==> src/rtl/piso_tx_pkg.sv <==
// Shared definitions for the parallel-in serial-out transmitter.
//   state_e   : FSM state encoding (IDLE=0, SHIFT=1, DONE=2)
//   cnt_width : width of a counter that must hold 0..n-1 (at least one bit)
package piso_tx_pkg;

  typedef enum logic [1:0] {
    StIdle  = 2'd0,
    StShift = 2'd1,
    StDone  = 2'd2
  } state_e;

  // A counter for n == 1 still needs one bit so the register is never zero-width.
  function automatic int unsigned cnt_width(int unsigned n);
    return (n > 1) ? $clog2(n) : 1;
  endfunction

endpackage

==> src/rtl/piso_tx_tick.sv <==
// Bit-period timer for piso_tx.
//   clk   : system clock
//   rst_n : asynchronous active-low reset
//   run   : count while high; counter is held at 0 while low
//   tick  : high on the last cycle of every DIV-cycle period while run=1
module tick_gen
  import piso_tx_pkg::*;
#(
  parameter int unsigned DIV = 12
) (
  input  logic clk,
  input  logic rst_n,
  input  logic run,
  output logic tick
);

  localparam int unsigned CntW = cnt_width(DIV);
  localparam logic [CntW-1:0] CntMax = CntW'(DIV - 1);

  logic [CntW-1:0] cnt_q;

  // With DIV=1 CntMax is 0, so tick stays high for as long as run is high.
  assign tick = run && (cnt_q == CntMax);

  always_ff @(posedge clk or negedge rst_n) begin
    if (!rst_n) begin
      cnt_q <= '0;
    end else if (!run || tick) begin
      cnt_q <= '0;
    end else begin
      cnt_q <= cnt_q + CntW'(1);
    end
  end

endmodule

==> src/rtl/piso_tx.sv <==
// Parallel-in serial-out transmitter, MSB first, each bit held DIV cycles.
//   clk        : system clock, rising edge
//   rst_n      : asynchronous active-low reset; all outputs low while asserted
//   load_valid : parallel word offered
//   load_data  : parallel word, captured only on acceptance
//   load_ready : registered; high in IDLE (from the first edge after reset)
//   ser_out    : serial line, taken straight from the shift register MSB
//   ser_frame  : registered; high for the WIDTH*DIV cycles of a frame
//   done       : registered one-cycle pulse after the final bit period
module piso_tx
  import piso_tx_pkg::*;
#(
  parameter int unsigned WIDTH = 8,
  parameter int unsigned DIV   = 12
) (
  input  logic             clk,
  input  logic             rst_n,
  input  logic             load_valid,
  input  logic [WIDTH-1:0] load_data,
  output logic             load_ready,
  output logic             ser_out,
  output logic             ser_frame,
  output logic             done
);

  localparam int unsigned BitW = cnt_width(WIDTH);
  localparam logic [BitW-1:0] LastBit = BitW'(WIDTH - 1);

  state_e           state_q;
  logic [WIDTH-1:0] shreg_q;
  logic [BitW-1:0]  bit_cnt_q;
  logic             load_ready_q;
  logic             ser_frame_q;
  logic             done_q;
  logic             tick;

  tick_gen #(
    .DIV (DIV)
  ) u_tick_gen (
    .clk   (clk),
    .rst_n (rst_n),
    .run   (state_q == StShift),
    .tick  (tick)
  );

  // Zeros shift in behind the data, so after WIDTH shifts the register is
  // empty again and its MSB doubles as a ser_out that is low outside frames.
  always_ff @(posedge clk or negedge rst_n) begin
    if (!rst_n) begin
      state_q      <= StIdle;
      shreg_q      <= '0;
      bit_cnt_q    <= '0;
      load_ready_q <= 1'b0;
      ser_frame_q  <= 1'b0;
      done_q       <= 1'b0;
    end else begin
      unique case (state_q)
        StIdle: begin
          done_q <= 1'b0;
          if (load_valid && load_ready_q) begin
            shreg_q      <= load_data;
            bit_cnt_q    <= '0;
            load_ready_q <= 1'b0;
            ser_frame_q  <= 1'b1;
            state_q      <= StShift;
          end else begin
            load_ready_q <= 1'b1;
            ser_frame_q  <= 1'b0;
          end
        end
        StShift: begin
          if (tick) begin
            shreg_q <= {shreg_q[WIDTH-2:0], 1'b0};
            if (bit_cnt_q == LastBit) begin
              bit_cnt_q   <= '0;
              ser_frame_q <= 1'b0;
              done_q      <= 1'b1;
              state_q     <= StDone;
            end else begin
              bit_cnt_q <= bit_cnt_q + BitW'(1);
            end
          end
        end
        StDone: begin
          done_q       <= 1'b0;
          load_ready_q <= 1'b1;
          state_q      <= StIdle;
        end
        default: begin
          state_q <= StIdle;
        end
      endcase
    end
  end

  assign load_ready = load_ready_q;
  assign ser_out    = shreg_q[WIDTH-1];
  assign ser_frame  = ser_frame_q;
  assign done       = done_q;

endmodule

==> config.mk <==
export PLATFORM = sky130hd
export DESIGN_NAME = piso_tx
export DESIGN_NICKNAME = d
export VERILOG_FILES = /design/src/rtl/piso_tx_pkg.sv /design/src/rtl/piso_tx_tick.sv /design/src/rtl/piso_tx.sv
export SDC_FILE = /design/constraint.sdc
export NUM_CORES = 1
export LEC_CHECK = 0
export CAP_MARGIN = 20
export CORE_MARGIN = 2
export CORE_UTILIZATION = 64
export DETAILED_ROUTE_END_ITERATION = 16
export DONT_BUFFER_PORTS = 1
export GPL_TIMING_DRIVEN = 0
export PLACE_DENSITY = 0.8
export SETUP_SLACK_MARGIN = 0.4
export SLEW_MARGIN = 40
export SYNTH_ARGS = -nofsm -noshare
export SYNTH_HDL_FRONTEND = slang
export SYNTH_SLANG_ARGS = --single-unit
export TNS_END_PERCENT = 5
==> constraint.sdc <==
create_clock -name clk -period 3.3 [get_ports clk]
set_input_delay 0.66 -clock clk [delete_from_list [all_inputs] [get_ports clk]]
set_output_delay 0.66 -clock clk [all_outputs]
set_load 0.1 [all_outputs]
# After elaboration in Yosys (flattened, before gate mapping)
# Index checks and enable logic that the tools add are counted.
# classes
add_sub_neg	2
mux	21
reduce_logical	13
eq_ne	7
# ops
cell	n
$mux 8	2
$pmux 8 s2	1
$reduce_and 3->1	4
$mux 3	3
$mux 1	6
$mux 2	3
$ne 2x2->1 const B	3
$pmux 1 s2	3
$pmux 3 s2	1
$reduce_bool 2->1	3
$add 4x1->4 const B	1
$eq 4x4->1 const B	1
$mux 4	1
$pmux 2 s2	1
$add 3x1->3 const B	1
$eq 3x3->1 const B	1
$eq 2x1->1 const B	1
$eq 2x2->1 const B	1
$logic_and 1x1->1	2
$logic_not 2->1	1
$reduce_or 2->1	1
$logic_not 1->1	1
$logic_or 1x1->1	1
# word_totals
wordCells	50
ff_bits	20
output_inout_bits	4

# Logic depth before layout (Yosys ltp)
# Gate-level depths: netlist of run 1.
# logic_depth
ltp_word	4
mapped_depth	5
depth_no_buf	4

# Hierarchy
# From an unflattened synthesis of run 1, not the netlist that was laid out.
# hier_totals
hier_cells	82
hier_area_um2	1042.2
# by_module_without_submodules
module	cells_per_inst	n_inst	area_per_inst_um2
piso_tx	65	1	849.6
tick_gen	17	1	192.7

# Least setup slack after synthesis of run 1
# Ideal clock, no wire load.
# synth_timing
path_type	register -> register
startpoint	register load_ready_q, in the netlist load_ready
endpoint	register shreg_q[7]
stages_incl_launch_ff	5
period_less_slack_ns	1.652
slack_ns	1.648
n_path_buf	1
arrival_time_ns	1.574
required_ns	3.223
setup_time_ns	0.077
path_cell_list	dfrtp_1 -> and4bb_1 -> buf_4 -> nor2_1 -> a21oi_1
# synth_via
elab_chain_len	3
# synth_rtl
element	line	text
start: declaration	piso_tx.sv:32	logic load_ready_q;
start signal: assignment	piso_tx.sv:53	load_ready_q <= 1'b0;
start signal: assignment	piso_tx.sv:63	load_ready_q <= 1'b0;
start signal: assignment	piso_tx.sv:67	load_ready_q <= 1'b1;
$logic_and 1x1->1	piso_tx.sv:60	if (load_valid && load_ready_q) begin
$ne 2x2->1 (no line)	--	
$reduce_and 3->1 (no line)	--	
end signal: assignment	piso_tx.sv:61	shreg_q <= load_data;
end signal: assignment	piso_tx.sv:73	shreg_q <= {shreg_q[WIDTH-2:0], 1'b0};
end: declaration	piso_tx.sv:30	logic [WIDTH-1:0] shreg_q;
# Every way passes these cells.
# A chain may end at the register's enable or synchronous reset.

# Final worst setup path of run 1
# layout_timing
startpoint	register load_ready_q, in the netlist load_ready
endpoint	output load_ready
# layout_lines
element	line	text
end: declaration	piso_tx.sv:20	output logic load_ready,
# No word-level cell between the ends.

==> results of run 1 <==
[per-stage QoR]
| step | setup slack [ps] | hold slack [ps] | utilization, % | power (mW) | instances |
|---|---|---|---|---|---|
| 2_1_floorplan | 1650 | 364 | - | 0.744 | 88 |
| 3_3_place_gp | 1500 | 365 | 71.8 | 0.779 | 103 |
| 3_5_place_dp | 1730 | 365 | 72.0 | 0.796 | 103 |
| 4_1_cts | 1380 | 23.4 | 74.7 | 0.937 | 107 |
| 5_1_grt | 1570 | 1.70 | 74.9 | 1.00 | 107 |
| 6_report | 1610 | 22.8 | 74.9 | 0.936 | 107 |
[layout by cell type (no fill, tap or decap), types with 2 or more instances in the layout]
cell type	instances
and3_1	2
nor2_1	10
o21ai_0	3
a21oi_1	10
nand2_1	6
buf_2	2
nand3_1	3
dfrtp_1	16
clkbuf_4	3
o32ai_1	7
ha_1	4
buf_4	2
dfrtp_2	4
[worst reg2reg max path, stage by stage, from the launching register on]
cell and delay, ps:
dfrtp_2 720, nand4bb_1 220, buf_2 240, o32ai_1 160
a21oi_1 80
[cell type report]
class | count | area (µm²)
buffer | 5 | 36.3
clock buffer | 4 | 36.3
multi-input combinational | 62 | 410
inverter | 1 | 3.75
sequential | 20 | 505
tap | 15 | 18.8
fill | 97 | 339
[Yosys cell counts (all sizes together)]
master,instances,area (µm²)
nand3,3,15.0
and3,2,12.5
o21ai,3,15.0
o32ai,7,61.3
nand4bb,1,11.3
o211ai,1,7.51
a211o,1,8.76
and4bb,1,12.5
buf,5,36.3
a32o,1,10.0
nor2,10,37.5
o31ai,1,7.51
a311oi,1,8.76
dfrtp,20,500
a31oi,1,6.26
mux2i,1,10.0
nand2b,1,6.26
and3b,1,8.76
and2b,1,7.51
a21oi,10,50.1
nand2,7,33.8
nand3b,1,7.51
ha,4,50.1
or3b,1,8.76
nor3,1,5.00
inv,1,3.75
nand4b,1,8.76
[power by group through the flow]
| stage | Sequential (mW) | Combinational, mW | Clock (mW) |
|---|---|---|---|
| after global placement | 0.582 | 0.198 | 0 |
| after floorplan | 0.567 | 0.177 | 0 |
| after CTS | 0.585 | 0.206 | 0.146 |
| after global routing | 0.602 | 0.243 | 0.156 |
| final | 0.585 | 0.207 | 0.144 |
| after detailed placement | 0.590 | 0.205 | 0 |
[worst min-delay path by stage]
stage / startpoint / endpoint / slack (ps)
2_1_floorplan: rst_n / bit_cnt_q[0] / 360
3_3_place_gp: rst_n / load_ready / 360
3_5_place_dp: rst_n / state_q[0] / 360
4_1_cts: rst_n / load_ready / 20
5_1_grt: rst_n / shreg_q[4] / 2
6_report: rst_n / load_ready / 20
[kinds of logic (layout without fill, tap and decap cells)]
kind of cell / count (synthesis) / in the layout
AOI/OAI and AO/OA: 26 / 26
adders and majority gates: 4 / 4
buffers and inverters: 6 / 10
DFF: 20 / 20
muxes: 1 / 1
and+or+nand+nor: 31 / 31
[sequential cells by signal, summed over array words and instances (netlist names)]
name	cells
bit_cnt_q	3
done	1
load_ready	1
ser_frame	1
shreg_q	8
state_q	2
u_tick_gen.cnt_q	4
[routing by layer]
metal | share of wire (%) | vias to the layer above
li1 | - | 337
met1 | 45 | 339
met2 | 47 | 27
met3 | 4.9 | 5
met4 | 3.2 | 0
met5 | 0 | -
==> impl_metrics.ini, run 1 <==
[run_status]
status = completed

[sta]
worst_pin_slew_ps = 521
hold_violations = 0
fin_setup_tns_ps = 0
final-setup-viol-count = 0
fmax_mhz = 590
fin_crit_ps = 1690
relSlewSlack_pct = 65.2
finalCritPeriodShare_pct = 51.3
slew_viol_final = 0
rsz0062_at_grt = false
skew_ps = 3.80

[cts]
clock_path_buffers = 2
cts_tree = built
holdBufCountCts = 0
cts.htree.levels = 1
cts-root-buf = clkbuf_4
ctsResizeCount = 0
cts_buffers = 3
cts_setup_buffers = 0
path_clk_slew_ps = 110
worstSkewPairLatency_ps = 310
clock-sinks = 20

[global_route]
antenna_found_initial = 0
overflow = 0
met3_usage_pct = 7.33
groute.usage.overall_pct = 23.1
grt_most_used_layer = met2
grt_pass1_vias = 697
grtUsageMet2_pct = 32.0
grt_max_degree = 21
met1_usage_pct = 29.6
grt_pass1_wl_um = 3000

[die]
start_util_pct = 70.4
dieHeight_um = 42.5
chipWidth_um = 42.5
dieArea_um2 = 1810
rows = 13
core_um2 = 1350
io_pins = 15

[logic_synthesis]
synth-simple-area-share_pct = 18.4
synth_top_family_by_area = compound AO/OA/AOI/OAI gates
synthXorXnorAreaFrac_pct = 0
synth_area_um2 = 951
avgSynthCellArea_um2 = 10.8
syn_nets = 103
synthDistinctLibCells = 30
synth.area.mux_share_pct = 1.05
synth_adder_area_share_pct = 5.26
yosys_warnings = 0
syn_inst = 88
synth_compound_area_share_pct = 18.4
ys_ff_latch = 20
ys_seq_area_share_pct = 52.6

[detailed_routing]
drt_wl_total_um = 1730
vias = 708
post_drt_wl_per_cell_um = 16.1
remaining_drc_errors = 0
routed_via_density = 6.62
drtAntennaViolNets = 0
drt_iter0_drc = 18
dr.pass1.iters = 5

[worst_setup_path]
crit_start = load_ready
worst_r2r_startpoint = load_ready
ff2ff_setup_slack_ps = 1760
cp.required_ps = 2640
critPathMaxFanout = 5
endpoint_kind = output port
critical_path_class = reg2out
crit_path_end = load_ready
r2r-end = shreg_q[6]
cp_num_cells = 0
arrival_ps = 1030
cp-start-kind = flop
rr_worst_depth = 4

[pwr]
comb_power_share_pct = 22.1
ir_drop_mv = 0.583
power_frac_seq_pct = 62.5
switching_share_pct = 43.6
powerDensity_nw_per_um2 = 926
leakage_nw = 0.447
power.switching_uw = 408
pwr-share-clk_pct = 15.4
p_int_uw = 527

[placement]
place_hpwl_um = 1180
port_buffers = 0
dpl_cell_area_um2 = 972
finalWeightedCongestion = 0.778

[cells_and_area]
design_area_um2 = 1010
layout-drive-gt1-share_pct = 16.3
final_nets = 108
syn2layout_area_growth_pct = 6.32
antennaDiodeCount = 0

[hold_path]
hold_class = in2async

[flow_run]
drv_cap = 0
Power figures use the tool's default switching activity.
==> run 2: changes to the inputs <==
CORE_UTILIZATION = 54   (was 64)
PLACE_DENSITY = 0.72   (was 0.8)
clock period = 1.45 ns   (was 3.3 ns; I/O delays follow)
==> run 2 against run 1 <==
Global-route usage decreased by 3.4 points. Power increased by 130%. Non-clock buffer count increased by 6. Final area increased by 6.4%. Die area increased by 17%. Critical endpoint is now ser_frame.
==> impl_metrics.ini, run 2 (same netlist as run 1, synthesis figures left out) <==
[sta]
timing.hold.ws_ps = 104
skew_ps = 5.74
fin_crit_ps = 1370
final-setup-viol-count = 0
finalCritPeriodShare_pct = 94.8
relSlewSlack_pct = 66.7
fmax_mhz = 728
hold_violations = 0
worst_pin_slew_ps = 500
slew_viol_final = 0
rsz0062_at_grt = true

[worst_setup_path]
critical_path_class = reg2reg
endpoint_kind = flop
slowest_delay_ps = 650
crit_chain = and4bb_1 -> buf_6 -> a211o_1
cp-start-kind = flop
slowest_stage = dfrtp_4
critPathMaxFanout = 10
cp.required_ps = 1650
arrival_ps = 1580
ff2ff_setup_slack_ps = 80

[detailed_routing]
post_drt_wl_per_cell_um = 15.9
drtAntennaViolNets = 0
drt_iter0_drc = 1
drt_wl_total_um = 1830
dr.pass1.iters = 4
vias = 718
remaining_drc_errors = 0
routed_via_density = 6.24

[cts]
cts-root-buf = clkbuf_4
cts_buffers = 3
cts.htree.levels = 1
clock_path_buffers = 2
worstSkewPairLatency_ps = 300
clock-sinks = 20
cts_tree = built
path_clk_slew_ps = 110

[flow_run]
drv_cap = 0

[pwr]
report.power.total_mw = 2.17
powerDensity_nw_per_um2 = 2010
ir_drop_mv = 1.14
leakage_nw = 0.474

[global_route]
grt_pass1_vias = 655
overflow = 0
grt_max_degree = 21
groute.usage.overall_pct = 19.7
grt_pass1_wl_um = 2860
antenna_found_initial = 0

[die]
dieArea_um2 = 2110
core_um2 = 1690
rows = 15
io_pins = 15
dieHeight_um = 46.0
chipWidth_um = 46.0
start_util_pct = 56.3

[cells_and_area]
final_cells = 115
top_regs = shreg_q x8, u_tick_gen.cnt_q x4, bit_cnt_q x3
largest_register_ff_count = 8
final_nets = 114
design_area_um2 = 1080
layout-drive-gt1-share_pct = 22.4
antennaDiodeCount = 0
final_common_cell = dfrtp_1
fill_cells = 140
regMostFlops = shreg_q
final_cell_mix = dfrtp_1, nor2_1, a21oi_1
syn2layout_area_growth_pct = 13.2

[hold_path]
hold_class = in2reg

[placement]
finalWeightedCongestion = 0.683
place_hpwl_um = 1190
dp.cells = 105
dpl_cell_area_um2 = 981
port_buffers = 0

[run_status]
status = completed
run 2: cell types whose count changed in the layout (fill, tap and decap cells not counted), sizes merged:
cell         delta
buf             +5
dlygate4sd3     +1
run 2: per-stage QoR:
stage / TNS [ps] / worst slack (ps) / utilization (%)
after global placement: 0 / 7.48 / 58.0
after global routing: 0 / 26.9 / 63.7
after CTS: 0 / 68.3 / 62.0
final: 0 / 75.6 / 63.7
after floorplan: 0 / 115 / -
after detailed placement: -52.0 / -20.8 / 58.1
run 2: where the power goes:
part | internal (mW) | switching (mW)
logic | 0.290 | 0.259
clock network | 0.107 | 0.171
registers | 0.807 | 0.533
total | 1.20 | 0.963
run 2: metal layers:
metal | track usage, % | share of wire [%] | vias to the layer above
met4 | 10.3 | 2.4 | 0
met2 | 32.5 | 51 | 10
met3 | 3.57 | 3.4 | 5
li1 | - | - | 351
met5 | 0 | 0 | -
met1 | 24.1 | 43 | 352
run 2: critical path: cells and delay by family, from the launching register on:
kind                   cells  cell delay, ps
DFF                        1             650
and+or+nand+nor            1             260
AOI/OAI and AO/OA          1             220
buffers and inverters      1             140
run 2: layout make-up:
cell class | instances | area, µm² | area share, %
buffer | 5 | 46.3 | 4.30
multi-input combinational | 62 | 425 | 39.5
timing repair buffer | 6 | 45.0 | 4.19
clock buffer | 4 | 26.3 | 2.44
inverter | 1 | 3.75 | 0.349
sequential | 20 | 508 | 47.2
tap | 17 | 21.3 | 1.98
run 2: path summary, 6_finish.rpt:
check,start,end,cells past startpoint
min in group asynchronous,rst_n,shreg_q[6],2
max in group asynchronous,rst_n,load_ready,2
hold / removal,load_data[0],shreg_q[0],2
setup / recovery,load_ready,ser_frame,3
hold reg to reg,bit_cnt_q[0],bit_cnt_q[0],1
setup reg to reg,load_ready,ser_frame,3
run 2: repair_timing:
item,4_1_cts,5_1_grt
hold buffers,1,1
hold endpoints to repair,20,20
resized for setup,4,3
gates cloned,0,0
pin swaps,1,1
setup endpoints to repair,24,24
buffers inserted,3,1
